`src/rtl/param_counter_pkg.sv`:
```
// Shared encodings and helpers for the parametrised decade counter.
// Holds mode/direction encodings, digit maxima and the decimal digit clamp.
package param_counter_pkg;

    localparam logic MODE_DEC = 1'b0;
    localparam logic MODE_HEX = 1'b1;

    localparam logic DIR_DOWN = 1'b0;
    localparam logic DIR_UP   = 1'b1;

    localparam logic [3:0] DEC_MAX = 4'd9;
    localparam logic [3:0] HEX_MAX = 4'd15;

    // In decimal mode any digit above 9 is read as 9.
    function automatic logic [3:0] digit_clamp(
        input logic [3:0] value,
        input logic       mode
    );
        if (mode == MODE_DEC && value > DEC_MAX) begin
            return DEC_MAX;
        end
        return value;
    endfunction

endpackage

```
`src/rtl/counter_digit.sv`:
```
// Combinational next-value logic for one counter digit.
// Ports: cur (digit), mode (dec/hex), dir (up/down), cin (step in)
//        -> next (digit value), cout (carry/borrow to next digit).
module counter_digit
    import param_counter_pkg::*;
(
    input  logic [3:0] cur,
    input  logic       mode,
    input  logic       dir,
    input  logic       cin,
    output logic [3:0] next,
    output logic       cout
);

    logic [3:0] cur_c;
    logic [3:0] dmax;

    always_comb begin
        cur_c = digit_clamp(cur, mode);
        dmax  = (mode == MODE_HEX) ? HEX_MAX : DEC_MAX;
        // An untouched digit keeps its raw value, even if out of range.
        next  = cur;
        cout  = 1'b0;
        if (cin) begin
            if (dir == DIR_UP) begin
                if (cur_c >= dmax) begin
                    next = 4'd0;
                    cout = 1'b1;
                end else begin
                    next = cur_c + 4'd1;
                end
            end else begin
                if (cur_c == 4'd0) begin
                    next = dmax;
                    cout = 1'b1;
                end else begin
                    next = cur_c - 4'd1;
                end
            end
        end
    end

endmodule

```
`src/rtl/param_decade_counter.sv`:
```
// N-digit up/down counter with radix select, programmable limit,
// wrap/saturate policy, per-digit load and carry/zero/limit flags.
// Ports: clk, reset (sync, high), tick, enable, mode, updown, sat,
//        load, load_sel, load_value, limit -> count, carry, at_zero, at_limit.
module param_decade_counter
    import param_counter_pkg::*;
#(
    parameter int DIGITS = 4,
    parameter int SELW   = (DIGITS > 1) ? $clog2(DIGITS) : 1
) (
    input  logic                  clk,
    input  logic                  reset,
    input  logic                  tick,
    input  logic                  enable,
    input  logic                  mode,
    input  logic                  updown,
    input  logic                  sat,
    input  logic                  load,
    input  logic [SELW-1:0]       load_sel,
    input  logic [3:0]            load_value,
    input  logic [4*DIGITS-1:0]   limit,
    output logic [4*DIGITS-1:0]   count,
    output logic                  carry,
    output logic                  at_zero,
    output logic                  at_limit
);

    logic [4*DIGITS-1:0] count_q;
    logic [4*DIGITS-1:0] count_d;
    logic                carry_q;
    logic                carry_d;
    logic [4*DIGITS-1:0] eff_limit;
    logic [4*DIGITS-1:0] step_val;
    logic [DIGITS:0]     chain;

    assign chain[0] = 1'b1;

    for (genvar i = 0; i < DIGITS; i++) begin : g_dig
        assign eff_limit[4*i +: 4] = digit_clamp(limit[4*i +: 4], mode);

        counter_digit u_digit (
            .cur  (count_q[4*i +: 4]),
            .mode (mode),
            .dir  (updown),
            .cin  (chain[i]),
            .next (step_val[4*i +: 4]),
            .cout (chain[i+1])
        );
    end

    assign at_zero  = (count_q == '0);
    // Packed vector compare is unsigned, most-significant digit first.
    assign at_limit = (count_q >= eff_limit);

    always_comb begin
        count_d = count_q;
        carry_d = 1'b0;
        if (load) begin
            if (int'(load_sel) < DIGITS) begin
                count_d[int'(load_sel)*4 +: 4] = digit_clamp(load_value, mode);
            end
        end else if (tick && enable) begin
            if (updown == DIR_UP) begin
                if (at_limit) begin
                    if (!sat) begin
                        count_d = '0;
                        carry_d = 1'b1;
                    end
                end else begin
                    count_d = step_val;
                    carry_d = chain[DIGITS];
                end
            end else begin
                if (at_zero) begin
                    if (!sat) begin
                        count_d = eff_limit;
                        carry_d = 1'b1;
                    end
                end else begin
                    count_d = step_val;
                    carry_d = chain[DIGITS];
                end
            end
        end
    end

    always_ff @(posedge clk) begin
        if (reset) begin
            count_q <= '0;
            carry_q <= 1'b0;
        end else begin
            count_q <= count_d;
            carry_q <= carry_d;
        end
    end

    assign count = count_q;
    assign carry = carry_q;

endmodule

```
`config.mk`:
```
export PLATFORM = sky130hd
export DESIGN_NAME = param_decade_counter
export DESIGN_NICKNAME = d
export VERILOG_FILES = /design/src/rtl/param_counter_pkg.sv /design/src/rtl/counter_digit.sv /design/src/rtl/param_decade_counter.sv
export SDC_FILE = /design/constraint.sdc
export NUM_CORES = 1
export LEC_CHECK = 0
export ABC_AREA = 0
export ABC_CLOCK_PERIOD_IN_PS = 7100
export CAP_MARGIN = 25
export CORE_MARGIN = 3
export CORE_UTILIZATION = 59
export DETAILED_ROUTE_END_ITERATION = 10
export GPL_TIMING_DRIVEN = 1
export PLACE_DENSITY_LB_ADDON = 0.1
export RECOVER_POWER = 50
export SLEW_MARGIN = 30
export SYNTH_ARGS = -nofsm -noshare
export SYNTH_HDL_FRONTEND = slang
export SYNTH_SLANG_ARGS = --single-unit
```
`constraint.sdc`:
```
create_clock -name clk -period 7.1 [get_ports clk]
set_clock_uncertainty 0.1 [all_clocks]
set_input_delay 1.065 -clock clk [delete_from_list [all_inputs] [get_ports clk]]
set_output_delay 1.065 -clock clk [all_outputs]
set_load 0.01 [all_outputs]
```
# Word-level counts from Yosys, hierarchy flattened
# Cells that the tools add are included.
# totals
output_inout_bits	19
reg_bits	17
# classes
reduce_logical	18
n_eq_ne	2
n_lt_le_gt_ge	14
n_shift	2
bitwise_logic	2
muxes	72
n_addsub	9
# ops
cell	count
two-way mux 4 bit	34
two-way mux 16 bit	7
greater-than comparator 4 bit (second input constant)	9
negator 4 -> 33 bit	1
variable shift 4 x 33 -> 16 bit (first input constant)	1
variable part select 4 x 33 -> 16 bit	1
two-way mux 1 bit	29
adder 4 x 1 -> 4 bit (second input constant)	4
bitwise mux 16 bit	1
greater-or-equal comparator 16 bit	1
greater-or-equal comparator 4 bit	4
logical NOT 16 bit	1
logical NOT 4 bit	4
subtractor 4 x 1 -> 4 bit (second input constant)	4
logical AND 1 bit	10
inequality test 4 bit (second input constant)	2
two-way mux 3 bit	1
AND reduction 3 bit	1
OR reduction 3 bit	1
NOT 1 bit	2
nonzero test 2 bit	1

# Longest topological paths before layout
# Gate-level depths: netlist of the first run.
# logic_depth
word_depth	14
mapped_depth	16
mapped_depth_nobuf	13

# By module
# A second synthesis of the first run with hierarchy kept.
# unflattened
cells_unflattened	474
hier_area_um2	3429.5
# modules_own_cells
module	n_inst	area_each_um2	cells_per_inst
param_decade_counter	1	1762.9	238
counter_digit	4	416.6	59

# Worst setup path before layout of the first run
# OpenSTA, ideal clock, no wires.
# synth_timing
kind	in2out
from	in mode
to	out at_limit
path_buffers	2
slack_ns	2.891
stages	11
arrival_ns	3.044
path_cell_list	buf_6 > inv_1 > clkbuf_1 > nand2_1 > nor2_1 > nor2_1 > ha_1 > nand4_1 > nor2_1 > o2111ai_1 > o21ai_0
# synth_via
elab_chain_cells	5
# synth_rtl
element	line	text
start, declared	param_decade_counter.sv:15	input logic mode,
NOT 1 bit (*)	param_counter_pkg.sv:19	if (mode == MODE_DEC && value > DEC_MAX) begin
logical AND 1 bit	param_counter_pkg.sv:19	
two-way mux 1 bit	param_counter_pkg.sv:19	
two-way mux 4 bit	param_counter_pkg.sv:22	return value;
greater-or-equal comparator 16 bit (*)	param_decade_counter.sv:53	assign at_limit = (count_q >= eff_limit);
end, declared	param_decade_counter.sv:25	output logic at_limit
# Every way passes the cells marked *; elsewhere a longest branch is shown, timed or not.

# Final worst setup path of the first run
# Same ends and word-level chain as after synthesis.

==> out/results.tsv, run 1 <==
stage	metric	value	unit
detailed_routing	first_pass_iters	5	
die	die_w	76.4	um
critical_path	worst_path_dominant_cell_family	buffers and inverters	
clock_network	cts_buffers	3	
placement	port-buffer-count	48	
clock_network	path_clk_slew	80	ps
global_routing	grt_usage	30.9	%
clock_network	cts_sinks	17	
synth	yosysWarnings	0	
global_routing	antenna_found_initial	0	
run	drv_cap	0	
clock_network	cts_root_buffer	clkbuf_8	
critical_path	path_cells	clkdlybuf4s50_1 > inv_1 > nand2_1 > nor2_1 > nor2_1 > ha_1 > nand4_1 > nor2_1 > o2111ai_1 > o21ai_0 > clkdlybuf4s50_1	
timing	rsz0062_at_grt	no	
detailed_routing	drt_iter0_markers	348	
synth	synthTopCellsByCount	51 x nor2_1, 50 x nand2_1, 36 x ha_1, 29 x a21oi_1, 27 x inv_1	
critical_path	cp.required	5930	ps
timing	fin_crit_sh	81.1	%
synth	synth_edf_count	0	
timing	hold_viol	0	
critical_path	crit_path_start_kind	input pin	
finish	antenna-diode-count	0	
finish	final_nets	514	
finish	finish.instance_area	0.00342	sq mm
detailed_routing	vias	3423	
global_routing	grt_pass1_wl	15000	um
critical_path	r2r_start	count[3]	
hold_path	hp-class	reg2reg	
clock_network	post-cts-setup-buffers	0	
synth	ys_ff_latch	17	
status	outcome	complete, no violations	
timing	layout_min_cycle_time	5760	ps
synth	synth_nets	482	
clock_network	cts_max_path_buffers	2	
critical_path	critical_path.startpoint	mode	
synth	netlist_area	0.00292	sq mm
synth	yosysMostFrequentCell	nor2_1	
timing	relSlewSlack	49.5	%
placement	placed_area	0.00338	sq mm
clock_network	clock_latency	270	ps
placement	place_ws	1500	ps
detailed_routing	drc	0	
timing	clock.fmax	174	MHz
placement	dp_hpwl	6830	um
detailed_routing	routed_via_density	6.69	
pwr	p_per_area	123	mW/mm^2
finish	area_delta_synth_final	17.2	%
synth	yosysTopAreaCell	ha_1	
synth	ys_types	73	
global_routing	grt_pass1_vias	3100	
critical_path	critical-path-slowest-cell	clkdlybuf4s50_1	
critical_path	critPathMostFrequentCell	nor2_1	
die	die_h	76.4	um
global_routing	grt_max_degree	23	
synth	ys_seq_area_share	11.7	%
clock_network	htree_levels	1	
timing	setup_viol	0	
synth	synth_flop_cell	dfxtp_1	
timing	worst_pin_slew	756	ps
synth	netlist.area_leader.share	15.4	%
detailed_routing	final_antenna_net_count	0	
die	rows	24	
critical_path	arrival	4590	ps
critical_path	path_class	in2out	
finish	fin_util	75.0	%
die	initial_core_util	64.0	%
finish	multiInputGateArea	0.00236	sq mm
global_routing	overflow	0	
die	io_pins	49	
pwr	ir_worst_vdd	0.0924	mV
finish	drive_above_1_share	7.16	%
synth	async_flop_share	0	%
critical_path	crit_fanout	19	
synth	syn-instance-count	416	
finish	ff_latch_area	340	sq um
timing	fin_ws	1340	ps
critical_path	cp_num_buf_inv	3	
critical_path	slowest_delay	660	ps
synth	synth.avg_cell_area	7.02	sq um
pwr	p_leak	1.49	nW
placement	place.gp.congestion	0.983	
timing	drv_slew	0	
die	coreArea	0.00456	sq mm
synth	synth.area.top_cells	ha_1 15%, dfxtp_1 12%, nor2_1 6.6%	
timing	fin_setup_tns	0	ps
detailed_routing	detail_route.wl_per_cell	18.0	um
critical_path	crit_path_end_kind	output pin	
die	dieArea	0.00583	sq mm
hold_path	holdCritStartpoint	count[1]	
clock_network	post_cts_resized	0	
clock_network	cts_tree	done	
finish	nFillCells	398	
clock_network	cts_hold_buf	0	
detailed_routing	wl	9220	um
-- placed cells by master (no fill, tap or decap), types with 3 or more instances in the layout --
cell type        synthesis  routed
clkdlybuf4s50_1          0      31
dlygate4sd3_1            0      17
a31o_2                   3       3
nand2b_4                 3       3
nor2_1                  51      52
ha_1                    36      36
mux2i_1                  5       5
nand2_1                 50      50
a311oi_1                 3       3
mux2_2                   4       4
a21oi_1                 29      28
clkbuf_8                 0       3
nand2b_1                 5       5
and2_1                   5       5
o22ai_1                 14      14
o211ai_1                 5       5
dfxtp_1                 17      17
o21a_1                   3       3
inv_1                   27      27
o31ai_1                  7       7
nand3_1                 16      16
a21boi_0                 3       3
a31oi_1                  6       5
nor4_1                   5       5
nand4_1                  5       5
o21ai_0                 13      13
a211oi_1                 5       5
nor3_1                  16      16
a221oi_1                 5       5
a21o_1                   3       3
-- power breakdown --
group	switching [mW]	internal [mW]
clock	0.0424	0.0401
sequential	0.0188	0.102
combinational	0.122	0.0960
total	0.183	0.238
-- state kept, by name, summed over array words and instances (netlist names) --
register / count
count: 16
carry: 1
-- per-stage QoR --
| step | hold slack (ps) | power, mW | cells |
|---|---|---|---|
| 2_1_floorplan | 478 | 0.268 | 416 |
| 3_3_place_gp | 493 | 0.333 | 508 |
| 3_5_place_dp | 491 | 0.338 | 508 |
| 4_1_cts | 511 | 0.419 | 512 |
| 5_1_grt | 540 | 0.445 | 512 |
| 6_report | 508 | 0.421 | 512 |
-- final timing paths --
kind | to | slack (ps) | cells after the start
max | at_limit | 1340 | 11
min | count[1] | 510 | 2
max reg2reg | count[12] | 3700 | 11
min reg2reg | count[1] | 510 | 2
-- worst reg2reg max path, stage by stage (launching register included) --
cell and delay (ps):
dfxtp_1 660, nand2b_4 130, o21ai_0 410, inv_1 120
ha_1 270, nor3b_2 200, and2_1 210, a31oi_4 350
a211oi_4 120, mux2_1 350, a221oi_1 270, nor3_1 80
-- kinds of logic (layout without fill, tap and decap cells) --
family                     Yosys count  count (layout)  share of synthesized area (%)
buffers and inverters               50              81                           7.50
adders and majority gates           36              36                           15.4
AOI/OAI and AO/OA                  124             124                           31.1
xor gates and xnor gates             2               2                          0.600
muxes                               11              11                           4.16
and+or+nand+nor                    176             176                           29.6
DFF                                 17              17                           11.7
-- layout make-up --
| type | count | share of cell area, % |
|---|---|---|
| well taps | 65 | 2.38 |
| inverters | 28 | 3.07 |
| flip-flops and latches | 17 | 9.94 |
| repair buffers | 49 | 14.3 |
| multi-input cells | 349 | 69.0 |
| clock buffers | 4 | 1.32 |
-- per-layer routing --
metal  up-vias  global-route usage [%]  share of wire [%]
li1       1616                       -                  -
met1      1559                    41.4                 42
met2       214                    49.3                 45
met3        34                    4.85                9.7
met4         0                    12.3                3.7
met5         -                       0                  0
No activity file was read; power rests on OpenSTA's default activity.
==> run 2, diff against run 1 <==
- ABC_CLOCK_PERIOD_IN_PS: 7100 -> 5000
- CORE_UTILIZATION: 59 -> 50
- clock period: 7.1 -> 5 ns (I/O delays scaled with it)
==> run 2 against run 1 <==
Effect of this change:
- register-to-register slack got worse by 2100 ps
- core utilization decreased by 13 points
- combinational power increased by 41%
- sequential cell count unchanged
- count of clock-buffer cells in the layout unchanged
- worst setup slack got worse by 540 ps
- critical path depth increased by 1
- total power increased by 40%
- die area increased by 17%
- hold slack improved by 23 ps
- global-route usage decreased by 3.6 points
- highest routed layer unchanged
==> out/results.tsv, run 2 (synthesized netlist as in run 1, its figures left out) <==
stage	metric	value	unit	change
finish	nFillCells	548		+38%
placement	place.gp.congestion	0.936		-4.8%
timing	hold_viol	0		unchanged
global_routing	overflow	0		unchanged
placement	placed_area	0.00342	sq mm	+1.2%
hold_path	holdPathStages	2		unchanged
finish	finish.instance_area	0.00346	sq mm	+1.1%
detailed_routing	first_pass_iters	5		unchanged
critical_path	crit_path_end_kind	output pin		
hold_path	hold_end	count[9]		
placement	port-buffer-count	48		unchanged
die	die_h	82.4	um	+7.9%
timing	relSlewSlack	54.8	%	+5.3 points
finish	layout_common_cells	52 x nor2_1, 50 x nand2_1, 36 x ha_1, 31 x clkdlybuf4s50_1, 29 x a21oi_1		
timing	setup_viol	0		unchanged
clock_network	post-cts-setup-buffers	0		unchanged
critical_path	path_class	in2out		
critical_path	r2r_end	count[14]		
global_routing	grt_usage	27.3	%	-3.6 points
hold_path	holdCritStartpoint	count[9]		
die	rows	27		+13%
placement	dp_hpwl	6920	um	+1.4%
global_routing	grt_pass1_wl	14500	um	-3.0%
clock_network	post_cts_resized	0		unchanged
clock_network	cts_hold_buf	0		unchanged
clock_network	cts_sinks	17		unchanged
detailed_routing	wl	8800	um	-4.6%
clock_network	htree_levels	1		unchanged
pwr	p_leak	1.51	nW	+1.7%
finish	multiInputGateArea	0.00235	sq mm	-0.42%
finish	largest_reg_flops	16		unchanged
die	initial_core_util	52.4	%	-12 points
detailed_routing	routed_via_density	6.32		-5.4%
pwr	ir_worst_vdd	0.134	mV	+45%
finish	final_common_cell	nor2_1		
finish	fin_util	62.1	%	-13 points
finish	ff_latch_area	340	sq um	unchanged
critical_path	ff2ff_path_depth	11		unchanged
detailed_routing	final_antenna_net_count	0		unchanged
timing	drv_slew	0		unchanged
clock_network	cts_root_buffer	clkbuf_8		
die	die_w	82.4	um	+7.9%
clock_network	cts_max_path_buffers	2		unchanged
detailed_routing	drc	0		unchanged
finish	area_delta_synth_final	18.5	%	
detailed_routing	vias	3314		-3.2%
clock_network	clock_latency	260	ps	about the same
timing	fin_crit_sh	83.9	%	
critical_path	slowest_delay	470	ps	-190 ps
clock_network	cts_tree	done		
critical_path	arrival	3350	ps	-1240 ps
clock_network	cts_buffers	3		unchanged
global_routing	grt_pass1_vias	3125		+0.81%
global_routing	antenna_found_initial	0		unchanged
global_routing	grt_max_degree	38		+65%
pwr	p_per_area	170	mW/mm^2	+38%
detailed_routing	drt_iter0_markers	216		-38%
timing	clock.fmax	238	MHz	
critical_path	path_cells	clkdlybuf4s50_1 > inv_1 > nand2_1 > nor2_1 > nor2_1 > ha_1 > nand4_1 > o21bai_1 > a211oi_1 > o21ai_0 > buf_4 > clkdlybuf4s50_1		
run	drv_cap	0		unchanged
die	dieArea	0.00679	sq mm	+17%
timing	fin_setup_tns	0	ps	unchanged
die	coreArea	0.00557	sq mm	+22%
timing	rsz0062_at_grt	no		
critical_path	worst_path_dominant_cell_family	buffers and inverters		
critical_path	cp_num_buf_inv	4		+1
detailed_routing	detail_route.wl_per_cell	16.8	um	-6.8%
hold_path	hp-class	reg2reg		
timing	worst_pin_slew	675	ps	-80.5 ps
finish	final_nets	519		+0.97%
finish	drive_above_1_share	7.74	%	+0.58 points
die	io_pins	49		unchanged
finish	antenna-diode-count	0		unchanged
critical_path	crit_path_start_kind	input pin		
critical_path	r2r_start	count[3]		
status	outcome	complete, no violations		
timing	layout_min_cycle_time	4200	ps	
critical_path	r2r_slack	1640	ps	-2060 ps
critical_path	cp.required	4150	ps	-1780 ps
critical_path	crit_fanout	6		-13
critical_path	critical-path-slowest-cell	clkdlybuf4s50_1		
clock_network	path_clk_slew	70	ps	about the same
[run 2: cell count changes in the layout (fill, tap and decap cells not counted)]
cell and change:
a21oi_1 +1, a21oi_2 -1, a31oi_1 +1, a31oi_2 -1
buf_4 +5
[run 2: layout make-up]
cell class,count,area share [%]
multi-input cells,349,68.0
repair buffers,54,15.2
flip-flops and latches,17,9.84
inverters,28,3.04
well taps,72,2.60
clock buffers,4,1.30
[run 2: metrics by stage]
step / power, mW / cells / hold WS, ps / setup slack [ps]
2_1_floorplan: 0.381 / 416 / 478 / 1380
3_3_place_gp: 0.478 / 520 / 512 / 899
3_5_place_dp: 0.482 / 520 / 516 / 833
4_1_cts: 0.591 / 524 / 523 / 820
5_1_grt: 0.630 / 524 / 571 / 599
6_report: 0.587 / 524 / 531 / 803
[run 2: worst register-to-register path, stage by stage (launching register included)]
cell and delay [ps]:
dfxtp_1 670, nand2b_4 120, o21ai_0 400, inv_1 130
ha_1 260, nor3b_2 190, and2_1 210, a31oi_4 350
a211oi_4 120, mux2_4 320, a221oi_2 290, a311oi_2 70
[run 2: how the worst max path moves through the flow]
| stage | startpoint | end | slack [ps] | cells past startpoint |
|---|---|---|---|---|
| floorplan | mode | count[8] | 1380 | 16 |
| global placement | mode | at_limit | 900 | 12 |
| detailed placement | mode | at_limit | 830 | 12 |
| CTS | mode | at_limit | 820 | 12 |
| global route | mode | at_limit | 600 | 11 |
| finish | mode | at_limit | 800 | 12 |
[run 2: metal layers]
layer	routed length [um]	GRT usage [%]	share of wire [%]
met1	3840	35.5	44
met2	4180	46.2	48
met3	566	3.36	6.4
met4	206	9.30	2.3
met5	0	0	0
[run 2: power by group]
part	leakage, nW	internal, mW	switching, mW
Sequential	0.139	0.144	0.0270
Combinational	1.35	0.139	0.168
Clock	0.0228	0.0568	0.0518
Total	1.51	0.340	0.247
==> run 3, diff against run 2 <==
- ABC_CLOCK_PERIOD_IN_PS: 5000 -> 3800
- clock period: 5 -> 3.8 ns (I/O delays scaled with it)
==> run 3 against run 2 <==
Effect of this change:
- hold slack worse by 1.7 ps
- worst setup slack worse by 600 ps
- largest power group unchanged
- global-route usage is 0.25 points higher
- register-to-register slack worse by 880 ps
==> out/results.tsv, run 3 (synthesized netlist as in run 1, its figures left out) <==
stage	metric	value	unit	change
detailed_routing	routed_via_density	6.35		+0.36%
pwr	p_total	0.796	mW	+36%
critical_path	worst_path_dominant_cell_family	buffers and inverters		
critical_path	r2r_start	count[3]		
timing	hold_viol	0		unchanged
pwr	ir_worst_vdd	0.143	mV	+7.0%
die	die_w	82.4	um	unchanged
global_routing	grt_usage	27.6	%	+0.25 points
pwr	comb_power_share	53.4	%	+1.1 points
finish	final_common_cell	nor2_1		
pwr	p_per_area	224	mW/mm^2	+32%
clock_network	cts_hold_buf	0		unchanged
clock_network	cts_sinks	17		unchanged
detailed_routing	first_pass_iters	5		unchanged
timing	setup_viol	0		unchanged
timing	drv_slew	0		unchanged
critical_path	r2r_slack	760	ps	-880 ps
pwr	intPower	0.458	mW	+35%
clock_network	htree_levels	1		unchanged
die	io_pins	49		unchanged
timing	clock.fmax	278	MHz	
hold_path	hold_end	count[9]		
hold_path	hp-class	reg2reg		
critical_path	ff2ff_path_depth	11		unchanged
clock_network	path_clk_slew	80	ps	about the same
global_routing	overflow	0		unchanged
critical_path	path_class	in2out		
global_routing	grt_max_degree	16		-58%
finish	largest_reg_flops	16		unchanged
global_routing	grt_pass1_vias	3164		+1.2%
timing	fin_crit_sh	94.7	%	
placement	dp_hpwl	7160	um	+3.4%
finish	layout_common_cells	51 x nor2_1, 50 x nand2_1, 36 x ha_1, 32 x clkdlybuf4s50_1, 29 x a21oi_1		
die	rows	27		unchanged
detailed_routing	wl	8990	um	+2.2%
placement	place.gp.congestion	0.884		-5.5%
global_routing	grt_pass1_wl	14700	um	+1.0%
hold_path	holdCritStartpoint	count[9]		
timing	whs	529	ps	-1.69 ps
critical_path	cp_num_buf_inv	4		unchanged
status	outcome	complete, no violations		
clock_network	clock_latency	270	ps	about the same
clock_network	cts_tree	done		
timing	rsz0062_at_grt	no		
critical_path	r2r_end	count[14]		
timing	relSlewSlack	59.3	%	+4.5 points
critical_path	critical-path-slowest-cell	clkdlybuf4s50_1		
finish	drive_above_1_share	10.8	%	+3.0 points
critical_path	arrival	2930	ps	-420 ps
placement	place_ws	50.7	ps	-782 ps
pwr	p_leak	1.56	nW	+3.4%
critical_path	slowest_delay	500	ps	+30 ps
critical_path	crit_path_start_kind	input pin		
timing	layout_min_cycle_time	3600	ps	
critical_path	crit_path_end_kind	output pin		
detailed_routing	final_antenna_net_count	0		unchanged
detailed_routing	drt_iter0_markers	246		+14%
pwr	pwr-share-seq	28.1	%	-1.1 points
hold_path	holdPathStages	2		unchanged
finish	final_nets	531		+2.3%
clock_network	cts_max_path_buffers	2		unchanged
detailed_routing	drc	0		unchanged
global_routing	antenna_found_initial	0		unchanged
die	coreArea	0.00557	sq mm	unchanged
clock_network	cts_buffers	3		unchanged
timing	worst_pin_slew	610	ps	-65.0 ps
run	drv_cap	0		unchanged
pwr	swShare	42.5	%	+0.40 points
timing	fin_setup_tns	0	ps	unchanged
detailed_routing	detail_route.wl_per_cell	16.8	um	about the same
timing	fin_ws	203	ps	-600 ps
detailed_routing	vias	3402		+2.7%
placement	port-buffer-count	48		unchanged
clock_network	post-cts-setup-buffers	0		unchanged
die	die_h	82.4	um	unchanged
critical_path	cp.required	3130	ps	-1020 ps
pwr	power.share.clock	18.5	%	about the same
pwr	switching_power	0.338	mW	+37%
die	initial_core_util	52.4	%	unchanged
critical_path	path_cells	clkdlybuf4s50_1 > inv_2 > nand2_1 > nor2_1 > nor2_1 > inv_1 > ha_1 > nand2b_1 > a211oi_1 > o21a_1 > o21ai_1 > clkdlybuf4s50_1		
die	dieArea	0.00679	sq mm	unchanged
clock_network	cts_root_buffer	clkbuf_8		
finish	nFillCells	515		-6.0%
finish	antenna-diode-count	0		unchanged
critical_path	crit_fanout	6		unchanged
finish	area_delta_synth_final	22.0	%	
==> run 3: cell types whose count changed in the layout (fill, tap and decap cells not counted), sizes merged <==
cell,delta
dlygate4sd3,-1
clkdlybuf4s50,+1
clkinvlp,+1
buf,+11
==> run 3: layout make-up <==
| type | count | area (sq um) | area share, % |
|---|---|---|---|
| multi-input cells | 349 | 2370 | 66.4 |
| clock inverters | 1 | 7.51 | 0.211 |
| inverters | 28 | 105 | 2.95 |
| well taps | 72 | 90.1 | 2.53 |
| clock buffers | 3 | 41.3 | 1.16 |
| repair buffers | 66 | 612 | 17.2 |
| flip-flops and latches | 17 | 340 | 9.55 |
==> run 3: power by group through the flow <==
| stage | sequential, mW | combinational [mW] | clock, mW |
|---|---|---|---|
| floorplan | 0.214 | 0.287 | 0 |
| global placement | 0.228 | 0.413 | 0 |
| detailed placement | 0.228 | 0.421 | 0 |
| CTS | 0.224 | 0.424 | 0.148 |
| global route | 0.227 | 0.470 | 0.156 |
| finish | 0.224 | 0.425 | 0.147 |
==> run 3: how the worst max path moves through the flow <==
stage               cells past startpoint   endpoint  from
global route                           12   at_limit  mode
floorplan                              16   count[8]  mode
detailed placement                     14  count[14]  mode
CTS                                    11   at_limit  mode
finish                                 12   at_limit  mode
global placement                       11   at_limit  mode
==> run 3: per-layer routing <==
layer / up-vias / global-route usage [%] / share of wire [%]
met2: 171 / 46.6 / 47
met5: - / 0 / 0
li1: 1640 / - / -
met3: 29 / 4.56 / 7.7
met1: 1562 / 34.7 / 42
met4: 0 / 10.6 / 3.5
==> run 3: through the flow <==
step                utilization [%]  instances  area (sq um)
floorplan                         -        416          2920
global placement               63.0        532          3510
detailed placement             63.0        532          3510
CTS                            63.9        536          3560
global route                   63.9        536          3560
finish                         63.9        536          3560
==> run 3: what timing repair did <==
| item | CTS | global route |
|---|---|---|
| endpoints found under the hold margin | 0 | 0 |
| resized for setup | 0 | 3 |
| endpoints found under the setup margin | 0 | 1 |
==> run 3: worst register-to-register path, stage by stage (launching register included) <==
cell and delay, ps:
dfxtp_1 680, nand2b_4 120, o21ai_0 250, inv_1 100, ha_1 240, nor3b_2 190, and2_1 210, a31oi_4 220
a211oi_4 80, mux2_4 330, a221oi_2 310, a311oi_2 70
